`src/rtl/imm_encoder_pkg.sv`:
```
// imm_encoder_pkg: format codes and shared types for the immediate encoder.
// Exports EXT_* format selects; anything else is an illegal op.
package imm_encoder_pkg;

    localparam int OP_W = 3;

    localparam logic [OP_W-1:0] EXT_I = 3'd0;
    localparam logic [OP_W-1:0] EXT_S = 3'd1;
    localparam logic [OP_W-1:0] EXT_B = 3'd2;
    localparam logic [OP_W-1:0] EXT_U = 3'd3;
    localparam logic [OP_W-1:0] EXT_J = 3'd4;

    typedef struct packed {
        logic [31:0] inst;
        logic        err;
    } pack_t;

endpackage

```
`src/rtl/imm_encoder_if.sv`:
```
// imm_encoder_if: request/result valid-ready bundle of the immediate encoder.
// master = requester/consumer side, slave = encoder side.
interface imm_encoder_if
    import imm_encoder_pkg::*;
#(
    parameter int TAG_W = 4
);
    logic             in_valid;
    logic             in_ready;
    logic [OP_W-1:0]  in_op;
    logic [31:0]      in_imm;
    logic [31:0]      in_base;
    logic [TAG_W-1:0] in_tag;

    logic             out_valid;
    logic             out_ready;
    logic [31:0]      out_inst;
    logic             out_err;
    logic [TAG_W-1:0] out_tag;

    modport master (
        output in_valid, in_op, in_imm, in_base, in_tag, out_ready,
        input  in_ready, out_valid, out_inst, out_err, out_tag
    );

    modport slave (
        input  in_valid, in_op, in_imm, in_base, in_tag, out_ready,
        output in_ready, out_valid, out_inst, out_err, out_tag
    );
endinterface

```
`src/rtl/imm_encoder_pack.sv`:
```
// imm_pack: combinational packer, {op,imm,base} -> {inst,err}.
// Ports: op/imm/base in; inst = base with immediate fields replaced, err out.
module imm_pack
    import imm_encoder_pkg::*;
(
    input  logic [OP_W-1:0] op,
    input  logic [31:0]     imm,
    input  logic [31:0]     base,
    output logic [31:0]     inst,
    output logic            err
);

    always_comb begin
        inst = base;
        err  = 1'b0;
        unique case (1'b1)
            (op == EXT_I): begin
                inst[31:20] = imm[11:0];
                err = (imm[31:11] != {21{imm[11]}});
            end
            (op == EXT_S): begin
                inst[31:25] = imm[11:5];
                inst[11:7]  = imm[4:0];
                err = (imm[31:11] != {21{imm[11]}});
            end
            (op == EXT_B): begin
                inst[31]    = imm[12];
                inst[30:25] = imm[10:5];
                inst[11:8]  = imm[4:1];
                inst[7]     = imm[11];
                err = imm[0] | (imm[31:12] != {20{imm[12]}});
            end
            (op == EXT_U): begin
                inst[31:12] = imm[31:12];
                err = (imm[11:0] != 12'd0);
            end
            (op == EXT_J): begin
                inst[31]    = imm[20];
                inst[30:21] = imm[10:1];
                inst[20]    = imm[11];
                inst[19:12] = imm[19:12];
                err = imm[0] | (imm[31:20] != {12{imm[20]}});
            end
            default: begin
                err = 1'b1;
            end
        endcase
    end

endmodule

```
`src/rtl/imm_encoder.sv`:
```
// imm_encoder: 2-stage valid/ready pipeline around imm_pack.
// Ports: clk, rst (async high), flush, bus (slave), err_cnt with IMM_ENC_ERRCNT_EN.
module imm_encoder
    import imm_encoder_pkg::*;
#(
    parameter int TAG_W = 4
)(
    input  logic clk,
    input  logic rst,
    input  logic flush,
    imm_encoder_if.slave bus
`ifdef IMM_ENC_ERRCNT_EN
    ,
    output logic [15:0] err_cnt
`endif
);

    pack_t            pk;

    logic             s1_valid_q, s1_valid_d;
    pack_t            s1_data_q, s1_data_d;
    logic [TAG_W-1:0] s1_tag_q, s1_tag_d;

    logic             s2_valid_q, s2_valid_d;
    pack_t            s2_data_q, s2_data_d;
    logic [TAG_W-1:0] s2_tag_q, s2_tag_d;

    logic s1_adv, s2_adv, accept, move;

    imm_pack u_pack (
        .op   (bus.in_op),
        .imm  (bus.in_imm),
        .base (bus.in_base),
        .inst (pk.inst),
        .err  (pk.err)
    );

    assign s2_adv = !s2_valid_q | bus.out_ready;
    assign s1_adv = !s1_valid_q | s2_adv;
    assign accept = bus.in_valid & s1_adv;
    assign move   = s1_valid_q & s2_adv;

    always_comb begin
        s1_valid_d = s1_valid_q;
        s1_data_d  = s1_data_q;
        s1_tag_d   = s1_tag_q;
        s2_valid_d = s2_valid_q;
        s2_data_d  = s2_data_q;
        s2_tag_d   = s2_tag_q;
        if (s1_adv) begin
            s1_valid_d = bus.in_valid;
        end
        if (accept) begin
            s1_data_d = pk;
            s1_tag_d  = bus.in_tag;
        end
        if (s2_adv) begin
            s2_valid_d = s1_valid_q;
        end
        if (move) begin
            s2_data_d = s1_data_q;
            s2_tag_d  = s1_tag_q;
        end
        // Data may still load; only the valids matter once flushed.
        if (flush) begin
            s1_valid_d = 1'b0;
            s2_valid_d = 1'b0;
        end
    end

    always_ff @(posedge clk or posedge rst) begin
        if (rst) begin
            s1_valid_q <= 1'b0;
            s1_data_q  <= '0;
            s1_tag_q   <= '0;
            s2_valid_q <= 1'b0;
            s2_data_q  <= '0;
            s2_tag_q   <= '0;
        end else begin
            s1_valid_q <= s1_valid_d;
            s1_data_q  <= s1_data_d;
            s1_tag_q   <= s1_tag_d;
            s2_valid_q <= s2_valid_d;
            s2_data_q  <= s2_data_d;
            s2_tag_q   <= s2_tag_d;
        end
    end

    assign bus.in_ready  = s1_adv;
    assign bus.out_valid = s2_valid_q;
    assign bus.out_inst  = s2_data_q.inst;
    assign bus.out_err   = s2_data_q.err;
    assign bus.out_tag   = s2_tag_q;

`ifdef IMM_ENC_ERRCNT_EN
    logic [15:0] err_cnt_q, err_cnt_d;

    always_comb begin
        err_cnt_d = err_cnt_q;
        if (s2_valid_q && bus.out_ready && s2_data_q.err
            && (err_cnt_q != 16'hFFFF)) begin
            err_cnt_d = err_cnt_q + 16'd1;
        end
    end

    always_ff @(posedge clk or posedge rst) begin
        if (rst) begin
            err_cnt_q <= 16'd0;
        end else begin
            err_cnt_q <= err_cnt_d;
        end
    end

    assign err_cnt = err_cnt_q;
`endif

endmodule
```
`src/flat_wrapper.sv`:
```
// flat-port wrapper written by rule: the top's interface ports become plain ports
module imm_encoder_flat import imm_encoder_pkg::*;
#(
    parameter int TAG_W = 4
)
  (clk, rst, flush, bus_in_valid, bus_in_op, bus_in_imm, bus_in_base, bus_in_tag, bus_out_ready, bus_in_ready, bus_out_valid, bus_out_inst, bus_out_err, bus_out_tag);
  imm_encoder_if #(.TAG_W(TAG_W)) bus_i ();
  input  logic clk;
  input  logic rst;
  input  logic flush;
  input wire logic [$bits(bus_i.in_valid)-1:0] bus_in_valid;
  input wire logic [$bits(bus_i.in_op)-1:0] bus_in_op;
  input wire logic [$bits(bus_i.in_imm)-1:0] bus_in_imm;
  input wire logic [$bits(bus_i.in_base)-1:0] bus_in_base;
  input wire logic [$bits(bus_i.in_tag)-1:0] bus_in_tag;
  input wire logic [$bits(bus_i.out_ready)-1:0] bus_out_ready;
  output wire logic [$bits(bus_i.in_ready)-1:0] bus_in_ready;
  output wire logic [$bits(bus_i.out_valid)-1:0] bus_out_valid;
  output wire logic [$bits(bus_i.out_inst)-1:0] bus_out_inst;
  output wire logic [$bits(bus_i.out_err)-1:0] bus_out_err;
  output wire logic [$bits(bus_i.out_tag)-1:0] bus_out_tag;
  assign bus_i.in_valid = bus_in_valid;
  assign bus_i.in_op = bus_in_op;
  assign bus_i.in_imm = bus_in_imm;
  assign bus_i.in_base = bus_in_base;
  assign bus_i.in_tag = bus_in_tag;
  assign bus_i.out_ready = bus_out_ready;
  assign bus_in_ready = bus_i.in_ready;
  assign bus_out_valid = bus_i.out_valid;
  assign bus_out_inst = bus_i.out_inst;
  assign bus_out_err = bus_i.out_err;
  assign bus_out_tag = bus_i.out_tag;
  imm_encoder #(.TAG_W(TAG_W)) u_core (.clk(clk), .rst(rst), .flush(flush), .bus(bus_i));
endmodule
```
`config.mk`:
```
export PLATFORM = sky130hd
export DESIGN_NAME = imm_encoder_flat
export DESIGN_NICKNAME = d
export VERILOG_FILES = /design/src/rtl/imm_encoder_pkg.sv /design/src/rtl/imm_encoder_if.sv /design/src/rtl/imm_encoder_pack.sv /design/src/rtl/imm_encoder.sv /design/src/flat_wrapper.sv
export SDC_FILE = /design/constraint.sdc
export NUM_CORES = 1
export LEC_CHECK = 0
export BUFFER_PORTS_ARGS = -buffer_cell sky130_fd_sc_hd__buf_4
export CORE_ASPECT_RATIO = 0.9
export CORE_MARGIN = 8
export CORE_UTILIZATION = 55
export DETAILED_ROUTE_END_ITERATION = 16
export PLACE_DENSITY = 0.86
export REMOVE_ABC_BUFFERS = 1
export SLEW_MARGIN = 40
export SYNTH_ARGS = -nofsm -noshare
export SYNTH_HDL_FRONTEND = slang
export SYNTH_SLANG_ARGS = --single-unit
```
`constraint.sdc`:
```
create_clock -name clk -period 5 [get_ports clk]
set_input_delay 0.5 -clock clk [delete_from_list [all_inputs] [get_ports clk]]
set_output_delay 0.5 -clock clk [all_outputs]
set_load 0.05 [all_outputs]
```
; Yosys cells after proc, flatten, opt, wreduce, memory -nomap -nowiden
; Cells that the tools add are included.
[totals]
register_bits = 76
inputBits = 76
out_inout_bits = 39
elab_cells = 38
[classes]
n_eq_ne = 7
muxes = 9
bitwise_logic = 6
reduce_logical = 8
[op_table]
columns = operator, count
row1 = 7-bit case mux with 4 select lines, 1
row2 = 20-bit != test, 1
row3 = 19-bit != test, 1
row4 = 5-bit case mux with 3 select lines, 1
row5 = 12-bit nonzero test, 1
row6 = 11-bit != test, 1
row7 = 5-bit case mux with 2 select lines, 1
row8 = 8-bit two-way mux, 1
row9 = 3-bit by 2-bit equality test with 1-bit output (second input constant), 2
row10 = 1-bit two-way mux, 4
row11 = 1-bit bitwise OR, 4
row12 = 1-bit case mux with 4 select lines, 1
row13 = 2-bit nonzero test, 2
row14 = 2-bit OR reduction, 2
row15 = 3-bit by 1-bit equality test with 1-bit output (second input constant), 1
row16 = 3-bit equality test (second input constant), 1
row17 = 3-bit zero test, 1
row18 = 1-bit bitwise AND, 2
row19 = 1-bit zero test, 2

; Longest topological paths before layout
; Gate-level depths: netlist (run 1).
[logic_depth]
word_depth = 5
depth_mapped = 7
mapped_depth_nobuf = 5

; Modules after synthesis
; A second synthesis (run 1) with hierarchy kept.
[unflattened]
hier_cells = 315
hier_area_um2 = 3985.1
[modules_own_cells]
columns = mod, n_inst, cells_each, area_per_inst_um2, seq_area_each_um2
row1 = imm_encoder, 1, 165, 3020.4, 1901.8
row2 = imm_pack, 1, 150, 964.7, 0.0

; Worst setup path after synthesis (run 1)
; No wires, ideal clock.
[synth_path]
kind = reg-to-reg
startpoint = register u_core.s2_valid_q, in the netlist u_core.bus.out_valid
endpoint = register u_core.s1_data_q[1] (netlist name)
t_arrival_ps = 2139
path_slack_ps = 2736
path_stages_with_launch = 5
path_buffers = 1
period_less_slack_ps = 2264
path_cell_list = dfrtp_1 -> nand3b_1 -> and2_0 -> clkbuf_1 -> mux2_2
[synth_between]
elab_chain_len = 4
[synth_lines]
columns = item, line_no
row1 = "start, declared", imm_encoder.sv:24  ; logic s2_valid_q, s2_valid_d;
row2 = "start signal, assigned", imm_encoder.sv:83  ; s2_valid_q <= s2_valid_d;
row3 = 1-bit zero test, imm_encoder.sv:38  ; assign s2_adv = !s2_valid_q | bus.out_ready;
row4 = 1-bit bitwise OR, imm_encoder.sv:38
row5 = 1-bit bitwise OR, imm_encoder.sv:39  ; assign s1_adv = !s1_valid_q | s2_adv;
row6 = net bus_in_ready, flat_wrapper.sv:17  ; output wire logic [$bits(bus_i.in_ready)-1:0] bus_in_ready;
row7 = 1-bit bitwise AND, imm_encoder.sv:40  ; assign accept = bus.in_valid & s1_adv;
row8 = "end signal, assigned", imm_encoder.sv:81  ; s1_data_q <= s1_data_d;
row9 = "end, declared", imm_encoder.sv:21  ; pack_t s1_data_q, s1_data_d;
; The timed path passes the listed nets, and every way through them passes these cells.
; A chain may end at the register's enable or synchronous reset.

; Worst setup path after layout (run 1)
[layout_path]
startpoint = input bus_in_imm[28]
endpoint = register u_core.s1_data_q[0] (netlist name)
[layout_between]
elab_chain_len = 3
word_cells_on_any_way = 6
classes_between = eq/ne (3) / mux (1) / bitwise (2)
[layout_lines]
columns = item, line_no
row1 = "start, declared", flat_wrapper.sv:13  ; input wire logic [$bits(bus_i.in_imm)-1:0] bus_in_imm;
row2 = 19-bit != test / 11-bit != test (equally long branches), "imm_encoder_pack.sv:31, imm_encoder_pack.sv:42"
row3 = 1-bit bitwise OR (on tied branches), "imm_encoder_pack.sv:31, imm_encoder_pack.sv:42"
row4 = 1-bit case mux with 4 select lines (*), imm_encoder_pack.sv:16  ; unique case (1'b1)
; Every way passes the cells marked *; elsewhere a longest branch is shown, timed or not.

==> results.cfg, run 1 <==
[hold_path]
whs_path_depth = 2
holdCritStartpoint = flush
hold_path.class = input port to flop
hold_end = u_core.s1_valid_q

[detailed_routing]
routedWlPerCell_um = 19.07
drt_pass1_iterations = 5
ant_nets = 0
viasPerCell = 5.736
first_iter_violations = 172
vias = 2977
drcViolationCount = 0
wl_mm = 9.897

[logic_synthesis]
syn_area_mm2 = 0.003548
async_flop_share_pct = 100.0
synth_common_cells = dfrtp_1, mux2_2, nand2_1
synth.top_cell.area_share_pct = 53.60
syn_inst = 316
syn_area_per_cell_um2 = 11.23
yosys.area.top_type = dfrtp_1
synth-edff-count = 0
yosys-top-cells-area = dfrtp_1, mux2_2, mux2i_1
synth_most_common_cell = dfrtp_1
ys_types = 40
synth-seq-area-share_pct = 53.60
synth-main-ff-cell = dfrtp_1
ys_warn_count = 0
ys_ff_latch = 76

[worst_setup_path]
critical_path.most_common_cell = or4_1
regToRegSetupSlack_ns = 3.06
path_max_fanout = 3
end_kind = flop
crit_chain = buf_4 -> or4_1 -> or4_1 -> a2111oi_0 -> or4_1 -> o211ai_1
max_stage_delay_ns = 0.57
crit_required_ns = 5.22
cp.arrival_ns = 2.37
rr_startpoint = u_core.bus.out_valid
crit_type = input port to flop
r2r-end = u_core.bus.out_inst[23]
r2r_cells = 4
cp-start-kind = input port
crit_slowest_cell = or4_1

[die]
io_pins = 115
dieArea_mm2 = 0.009281
initial_core_util_pct = 57.40
die-width_um = 100.7
core_mm2 = 0.006182
fp-row-count = 27
die_h_um = 92.20

[cts]
cts_tree = yes
numCtsBuffers = 9
cts-hold-fix-buffers = 0
clk_latency_ns = 0.35
cts.sinks = 76
cts_resized = 0
clkTransAtPathRegs_ns = 0.09
cts_root_buf = clkbuf_8
post_cts_buffers = 0
htree_levels = 3
cts_buffer_depth = 2

[final_layout]
final_area_mm2 = 0.004695
synthToLayoutAreaGrowth_pct = 32.30
final_nets = 503
drive_gt1_share_pct = 44.21
diodes = 0

[global_routing]
grt_max_degree = 77
track_usage_pct = 22.12
grt_pass1_wl_mm = 16.16
grt_pass1_vias = 3272
antenna_found_initial = 0
grt-ovfl-total = 0

[sta]
max_slew_margin_pct = 43.41
slew_viol_final = 0
hold_viol_final = 0
period_share_pct = 43.06
finalSetupTns_ns = 0
fmax_mhz = 464.4
fin_crit_ns = 2.153
rsz0062_at_grt = no
setup_viol = 0
worst_slew_pin_slew_ns = 0.8424
skew_ns = 0.01110

[placed_design]
place.gp.congestion = 0.8416
place_area_mm2 = 0.004488
dp_hpwl_mm = 7.482
numPortBuffers = 114

[status]
run_status = complete, no violations

[power_and_ir_drop]
vdd_drop_max_mv = 0.3419
static-leakage-power_nw = 2.185
power_density_mw_per_mm2 = 399.8

[job]
timing.max_cap.violations = 0
==> where the power goes <==
group / internal [mW] / switching (mW)
Clock: 0.238 / 0.246
Combinational: 0.224 / 0.393
Sequential: 0.718 / 0.0575
Total: 1.18 / 0.697
==> layout make-up <==
class	instances	area (µm²)
Clock inverter	7	82.58
Clock buffer	9	123.9
Inverter	7	27.53
Fill cell	438	1488
Sequential cell	76	1902
Multi-Input combinational cell	216	1568
Timing Repair Buffer	117	882.1
Tap cell	87	108.9
==> per-stage QoR <==
| step | instances | utilization [%] | hold WS (ns) | setup WS [ns] | power (mW) |
|---|---|---|---|---|---|
| 4_1_cts | 519 | 75.94 | 0.2856 | 2.984 | 1.890 |
| 2_1_floorplan | 299 | - | 0.4446 | 2.028 | 1.171 |
| 5_1_grt | 519 | 75.94 | 0.2713 | 2.968 | 1.956 |
| 3_3_place_gp | 503 | 72.48 | 0.4559 | 2.596 | 1.386 |
| 6_report | 519 | 75.94 | 0.2985 | 2.847 | 1.877 |
| 3_5_place_dp | 503 | 72.60 | 0.4681 | 2.605 | 1.408 |
==> critical path, delay by kind of cell <==
kind / cells / cell delay, ns
buffers and inverters: 1 / 0.12
AOI/OAI and AO/OA: 2 / 0.58
and+or+nand+nor: 3 / 1.17
==> per-layer routing <==
| metal | vias up | routed length [µm] | GRT usage [%] | part of all wire, % |
|---|---|---|---|---|
| li1 | 1368 | - | - | - |
| met1 | 1465 | 3903 | 25.36 | 39 |
| met2 | 127 | 4959 | 37.65 | 50 |
| met3 | 17 | 872 | 8.686 | 8.8 |
| met4 | 0 | 162 | 5.409 | 1.6 |
| met5 | - | 0 | 0 | 0 |
==> sequential cells by signal (all words and copies together) (netlist names) <==
register	count
u_core.bus.out_err	1
u_core.bus.out_inst	32
u_core.bus.out_tag	4
u_core.bus.out_valid	1
u_core.s1_data_q	33
u_core.s1_tag_q	4
u_core.s1_valid_q	1
==> how the worst max path moves through the flow <==
stage / startpoint / to / slack (ns) / cells past startpoint
6_report: bus_in_imm[28] / u_core.s1_data_q[0] / 2.85 / 6
5_1_grt: u_core.bus.out_valid / u_core.bus.out_inst[23] / 2.97 / 4
3_3_place_gp: bus_in_op[1] / u_core.s1_data_q[17] / 2.60 / 6
2_1_floorplan: u_core.bus.out_valid / u_core.bus.out_err / 2.03 / 3
3_5_place_dp: bus_in_imm[28] / u_core.s1_data_q[0] / 2.61 / 6
4_1_cts: bus_in_imm[28] / u_core.s1_data_q[0] / 2.98 / 6
==> logic make-up after synthesis <==
group / count (synthesis) / synth area share [%]
DFF: 76 / 53.60
xor gates and xnor gates: 2 / 0.4937
and+or+nand+nor: 84 / 11.43
buffers and inverters: 24 / 2.645
AOI/OAI and AO/OA: 60 / 10.23
muxes: 70 / 21.61
==> layout by cell type (no fill, tap or decap), types with 3 or more instances in the layout <==
cell        n
or4_1       4
mux2i_1    17
dfrtp_1    76
nand4_1     5
nor3b_1     3
o31ai_1     6
nand2_1    32
nor2_1     19
clkbuf_8    9
nor3_1      5
mux2_2     53
inv_1       6
o21ai_0    21
o22ai_1     8
nor4_1      5
buf_4     116
a21oi_1    11
No activity file was read; power rests on OpenSTA's default activity.
==> inputs of run 2 (changes only) <==
Settings changed: CORE_UTILIZATION 55 to 51, PLACE_DENSITY 0.86 to 0.8.
Clock period 5 ns to 2.13 ns, I/O delays scaled along.
==> run 2 against run 1 <==
  * Sequential power increased by 130%
  * Critical path depth unchanged
  * Sequential cell count unchanged
  * Global-route usage decreased by 3.8 points
  * Setup slack got worse by 2.4 ns
  * Routed wire length decreased by 8.6%
  * Register-to-register slack got worse by 2.5 ns
  * Combinational power increased by 140%
  * Non-clock buffer count increased by 5
  * Final area increased by 1.1%
  * Critical path type unchanged
==> results.cfg, run 2 (synthesis gave the netlist of run 1 again) <==
[sta]
worst_slack_ns = 0.3989
fin_crit_ns = 1.731
fmax_mhz = 577.7
slew_viol_final = 0
max_slew_margin_pct = 47.80
skew_ns = 0.01019
period_share_pct = 81.27
rsz0062_at_grt = no
setup_viol = 0
finalSetupTns_ns = 0
worst_slew_pin_slew_ns = 0.7770
hold_viol_final = 0

[die]
io_pins = 115
core_mm2 = 0.006894
die_h_um = 95.13
fp-row-count = 29
dieArea_mm2 = 0.009886
die-width_um = 103.9
initial_core_util_pct = 51.47

[worst_setup_path]
r2r_cells = 4
crit_type = input port to flop
cp.arrival_ns = 1.95
regToRegSetupSlack_ns = 0.55
crit_required_ns = 2.35
cp-start-kind = input port
r2r-end = u_core.s1_tag_q[2]
end_kind = flop
path_max_fanout = 3
rr_startpoint = u_core.s1_valid_q

[global_routing]
grt_pass1_vias = 2998
grt-ovfl-total = 0
antenna_found_initial = 0
track_usage_pct = 18.32
grt_max_degree = 63
grt_pass1_wl_mm = 14.57

[cts]
numCtsBuffers = 9
cts_root_buf = clkbuf_8
post_cts_buffers = 0
cts_buffer_depth = 2
cts_tree = yes
cts.sinks = 76
cts_resized = 0
clkTransAtPathRegs_ns = 0.08
clk_latency_ns = 0.35
htree_levels = 3

[final_layout]
diodes = 0
fillers = 533
synthToLayoutAreaGrowth_pct = 33.71
layout_commonest_cell = buf_4
largest_reg_flops = 33
largest_register = u_core.s1_data_q
final_nets = 508
final_cell_mix = buf_4, dfrtp_1, mux2_2
drive_gt1_share_pct = 44.04

[hold_path]
holdCritStartpoint = bus_in_base[4]
whs_path_depth = 2
hold_path.class = input port to flop
hold_end = u_core.s1_data_q[5]

[job]
timing.max_cap.violations = 0

[power_and_ir_drop]
vdd_drop_max_mv = 0.4947
p_total_mw = 4.318
power_density_mw_per_mm2 = 910.1
static-leakage-power_nw = 2.212

[detailed_routing]
wl_mm = 9.047
routedWlPerCell_um = 17.10
viasPerCell = 5.467
drt_pass1_iterations = 4
first_iter_violations = 240
vias = 2892
ant_nets = 0
drcViolationCount = 0

[status]
run_status = complete, no violations

[placed_design]
place_ws_ns = 0.04872
dp_hpwl_mm = 6.863
place.gp.congestion = 0.8700
numPortBuffers = 114
run 2: stage by stage:
| stage | area, µm² | std cells | hold slack [ns] | util (%) |
|---|---|---|---|---|
| detailed placement | 4536 | 512 | 0.1691 | 65.79 |
| floorplan | 3481 | 299 | 0.2761 | - |
| finish | 4745 | 529 | 0.09218 | 68.82 |
| CTS | 4745 | 529 | 0.07560 | 68.82 |
| global route | 4745 | 529 | 0.08005 | 68.82 |
| global placement | 4536 | 512 | 0.1607 | 65.79 |
run 2: worst max path at each step:
stage | from | to | slack (ns) | cells after the start
after floorplan | u_core.bus.out_valid | u_core.bus.out_err | -0.84 | 3
after global placement | bus_in_imm[28] | u_core.s1_data_q[0] | 0.10 | 6
after detailed placement | bus_in_imm[28] | u_core.s1_data_q[0] | 0.05 | 6
after CTS | bus_in_imm[28] | u_core.s1_data_q[0] | 0.43 | 6
after global routing | bus_in_imm[28] | u_core.s1_data_q[0] | 0.26 | 6
final | bus_in_imm[28] | u_core.s1_data_q[0] | 0.40 | 6
run 2: what timing repair did:
action                                  CTS  global route
hold buffers                              2             0
endpoints found under the setup margin    0             0
hold endpoints to repair                 15             0
run 2: power breakdown:
part	switching, mW	internal, mW
logic	0.911	0.537
registers	0.128	1.69
clock network	0.520	0.536
run 2: final cells by class:
type	instances	area, µm²	share of cell area [%]
multi-input combinational	216	1564	32.96
clock buffer	9	123.9	2.611
sequential	76	1902	40.08
tap	93	116.4	2.453
timing repair buffer	122	945.9	19.94
inverter	7	27.53	0.5802
clock inverter	6	65.06	1.371
run 2: worst max-delay path, cell delays in order:
cell       delay [ns]
buf_4            0.12
or4_1            0.59
or4_1            0.41
a2111oi_0        0.37
or4_1            0.16
o211ai_1         0.09
run 2: routing by layer:
metal / GRT usage, % / wire [µm] / vias to the layer above
met4: 6.378 / 142 / 0
li1: - / - / 1375
met3: 6.419 / 618 / 15
met2: 30.36 / 4306 / 114
met5: 0 / 0 / -
met1: 22.03 / 3980 / 1388
==> inputs of run 3 (changes only) <==
Settings changed: ABC_AREA set to 1, CORE_UTILIZATION 51 to 46, PLACE_DENSITY 0.8 to 0.76.
Clock period 2.13 ns to 1.5 ns, I/O delays scaled along.
==> run 3 against run 2 <==
  * Final area rose by 6.3%
  * First-iteration DRC count fell by 28%
  * Utilization fell by 5.4 points
  * Synthesized cell count rose by 45%
  * Register-to-register slack got worse by 0.36 ns
  * Critical path type is now flop to flop
  * Power rose by 43%
  * Critical path depth did not move
==> results.cfg, run 3 <==
[power_and_ir_drop]
seqPwrFrac_pct = 40.5
vdd_drop_max_mv = 0.8521
static-leakage-power_nw = 2.579
pwr-share-comb_pct = 30.6
p_total_mw = 6.184
power_density_mw_per_mm2 = 1226
p_switching_mw = 2.224
switching_share_pct = 35.96
p_int_mw = 3.960
p_clk_share_pct = 28.9

[logic_synthesis]
synth.top_cell.area_share_pct = 51.21
yosys-top-cells-area = dfrtp_1, nand2_1, o21ai_0
synth-main-ff-cell = dfrtp_1
synth_common_cells = nand2_1, dfrtp_1, o21ai_0
syn_inst = 457
yosys.area.top_type = dfrtp_1
synth-seq-area-share_pct = 51.21
syn_area_per_cell_um2 = 8.126
syn_area_mm2 = 0.003714
ys_ff_latch = 76
ys_warn_count = 0
ys_types = 31
synth-edff-count = 0
async_flop_share_pct = 100.0
synth_most_common_cell = nand2_1

[global_routing]
grt-ovfl-total = 0
antenna_found_initial = 0
grt_max_degree = 44
grt_pass1_vias = 3626
track_usage_pct = 18.96
grt_pass1_wl_mm = 17.46

[placed_design]
numPortBuffers = 114
dp_hpwl_mm = 8.223
place.gp.congestion = 0.8870

[worst_setup_path]
path_max_fanout = 36
crit_chain = nand3_1 -> nand2_2 -> inv_1 -> buf_12 -> o221ai_1 -> o21ai_1
regToRegSetupSlack_ns = 0.19
r2r-end = u_core.s1_data_q[28]
cp-start-kind = flop
crit_required_ns = 1.79
crit_slowest_cell = dfrtp_1
max_stage_delay_ns = 0.41
crit_type = flop to flop
end_kind = flop
r2r_cells = 6
critPathBufInv = 2
critPathTopFamily = flip-flops
rr_startpoint = u_core.s1_valid_q
cp.arrival_ns = 1.60

[detailed_routing]
drt_pass1_iterations = 5
viasPerCell = 5.130
vias = 3524
routedWlPerCell_um = 15.43
first_iter_violations = 174
ant_nets = 0
drcViolationCount = 0
wl_mm = 10.60

[cts]
numCtsBuffers = 9
clk_latency_ns = 0.35
cts_tree = yes
post_cts_buffers = 0
cts_resized = 0
cts.sinks = 76
cts_root_buf = clkbuf_8
cts_buffer_depth = 2
clkTransAtPathRegs_ns = 0.09
htree_levels = 3

[sta]
rsz0062_at_grt = no
period_share_pct = 87.45
max_slew_margin_pct = 64.17
slew_viol_final = 0
hold_ws_ns = 0.01532
skew_ns = 0.005776
hold_viol_final = 0
fin_crit_ns = 1.312
setup_viol = 0
worst_slew_pin_slew_ns = 0.5368
fmax_mhz = 762.3

[die]
core_mm2 = 0.007951
initial_core_util_pct = 46.70
io_pins = 115
dieArea_mm2 = 0.01121
die-width_um = 110.7
die_h_um = 101.2
fp-row-count = 31

[hold_path]
hold_end = u_core.s1_data_q[3]
whs_path_depth = 3
hold_path.class = input port to flop
holdCritStartpoint = bus_in_base[2]

[final_layout]
diodes = 0
largest_register = u_core.s1_data_q
final_cell_mix = buf_4, nand2_1, dfrtp_1
final_nets = 659
layout_commonest_cell = buf_4
largest_reg_flops = 33
drive_gt1_share_pct = 28.91
synthToLayoutAreaGrowth_pct = 35.78

[job]
timing.max_cap.violations = 0

[status]
run_status = complete, no violations
[run 3: cell count changes in the layout (fill, tap and decap cells not counted), moves of 6 or more]
| cell | delta |
|---|---|
| nor2_1 | +19 |
| inv_1 | +56 |
| nand2_2 | +6 |
| nand2_1 | +65 |
| o21ai_1 | +10 |
| nand3_1 | +12 |
| o21ai_0 | +50 |
| mux2i_1 | -17 |
| o31ai_1 | -6 |
| mux2_2 | -45 |
| a21oi_1 | +6 |
[run 3: metrics by stage]
stage / cell area [µm²] / TNS (ns) / setup slack, ns / std cells / utilization (%)
2_1_floorplan: 3635 / -100.97 / -1.125 / 441 / -
3_3_place_gp: 4743 / 0 / 0.2193 / 664 / 59.65
3_5_place_dp: 4743 / 0 / 0.1966 / 664 / 59.65
4_1_cts: 5042 / 0 / 0.1929 / 687 / 63.41
5_1_grt: 5042 / 0 / 0.08438 / 687 / 63.41
6_report: 5042 / 0 / 0.1882 / 687 / 63.41
[run 3: worst max-delay path by stage]
stage | from | end | slack (ns) | cells past startpoint
2_1_floorplan | u_core.bus.out_valid | u_core.s1_data_q[27] | -1.13 | 5
3_3_place_gp | bus_in_imm[23] | u_core.s1_data_q[0] | 0.22 | 9
3_5_place_dp | bus_in_op[2] | u_core.s1_data_q[21] | 0.20 | 9
4_1_cts | u_core.s1_valid_q | u_core.s1_data_q[28] | 0.19 | 6
5_1_grt | u_core.s1_valid_q | u_core.s1_data_q[28] | 0.08 | 6
6_report | u_core.s1_valid_q | u_core.s1_data_q[28] | 0.19 | 6
[run 3: final cells by class]
type                            instances  area, µm²
Fill cell                             702       2909
Sequential cell                        76       1902
Multi-Input combinational cell        297       1480
Timing Repair Buffer                  131       1051
Inverter                               68      256.5
Clock buffer                            9      123.9
Tap cell                               99      123.9
Clock inverter                          7      105.1
[run 3: worst reg2reg max path, cell delays in order, from the launching register on]
cell,delay (ns)
dfrtp_1,0.41
nand3_1,0.15
nand2_2,0.11
inv_1,0.13
buf_12,0.19
o221ai_1,0.16
o21ai_1,0.09
[run 3: cell families after synthesis]
| kind of cell | Yosys count | synth area share, % |
|---|---|---|
| flip-flops | 76 | 51.21 |
| AO/OA/AOI/OAI | 121 | 17.76 |
| buffers and inverters | 84 | 8.996 |
| multiplexers | 8 | 2.426 |
| AND/OR/NAND/NOR | 168 | 19.61 |
[run 3: per-layer routing]
metal | share of wire [%] | track usage [%] | vias to the layer above
li1 | - | - | 1730
met4 | 1.0 | 5.394 | 0
met2 | 47 | 30.59 | 115
met1 | 44 | 23.82 | 1667
met5 | 0 | 0 | -
met3 | 7.2 | 6.335 | 12
[run 3: repair_timing]
item                       CTS  global route
hold endpoints to repair    34             0
setup endpoints to repair    0             0
hold buffers                 7             0
[run 3: power by group through the flow]
stage          sequential (mW)  clock [mW]  combinational (mW)
2_1_floorplan             3.20           0               0.497
4_1_cts                   2.51        1.85                1.91
5_1_grt                   2.54        1.92                2.03
6_report                  2.50        1.79                1.89
3_3_place_gp              2.53           0                1.86
3_5_place_dp              2.54           0                1.89
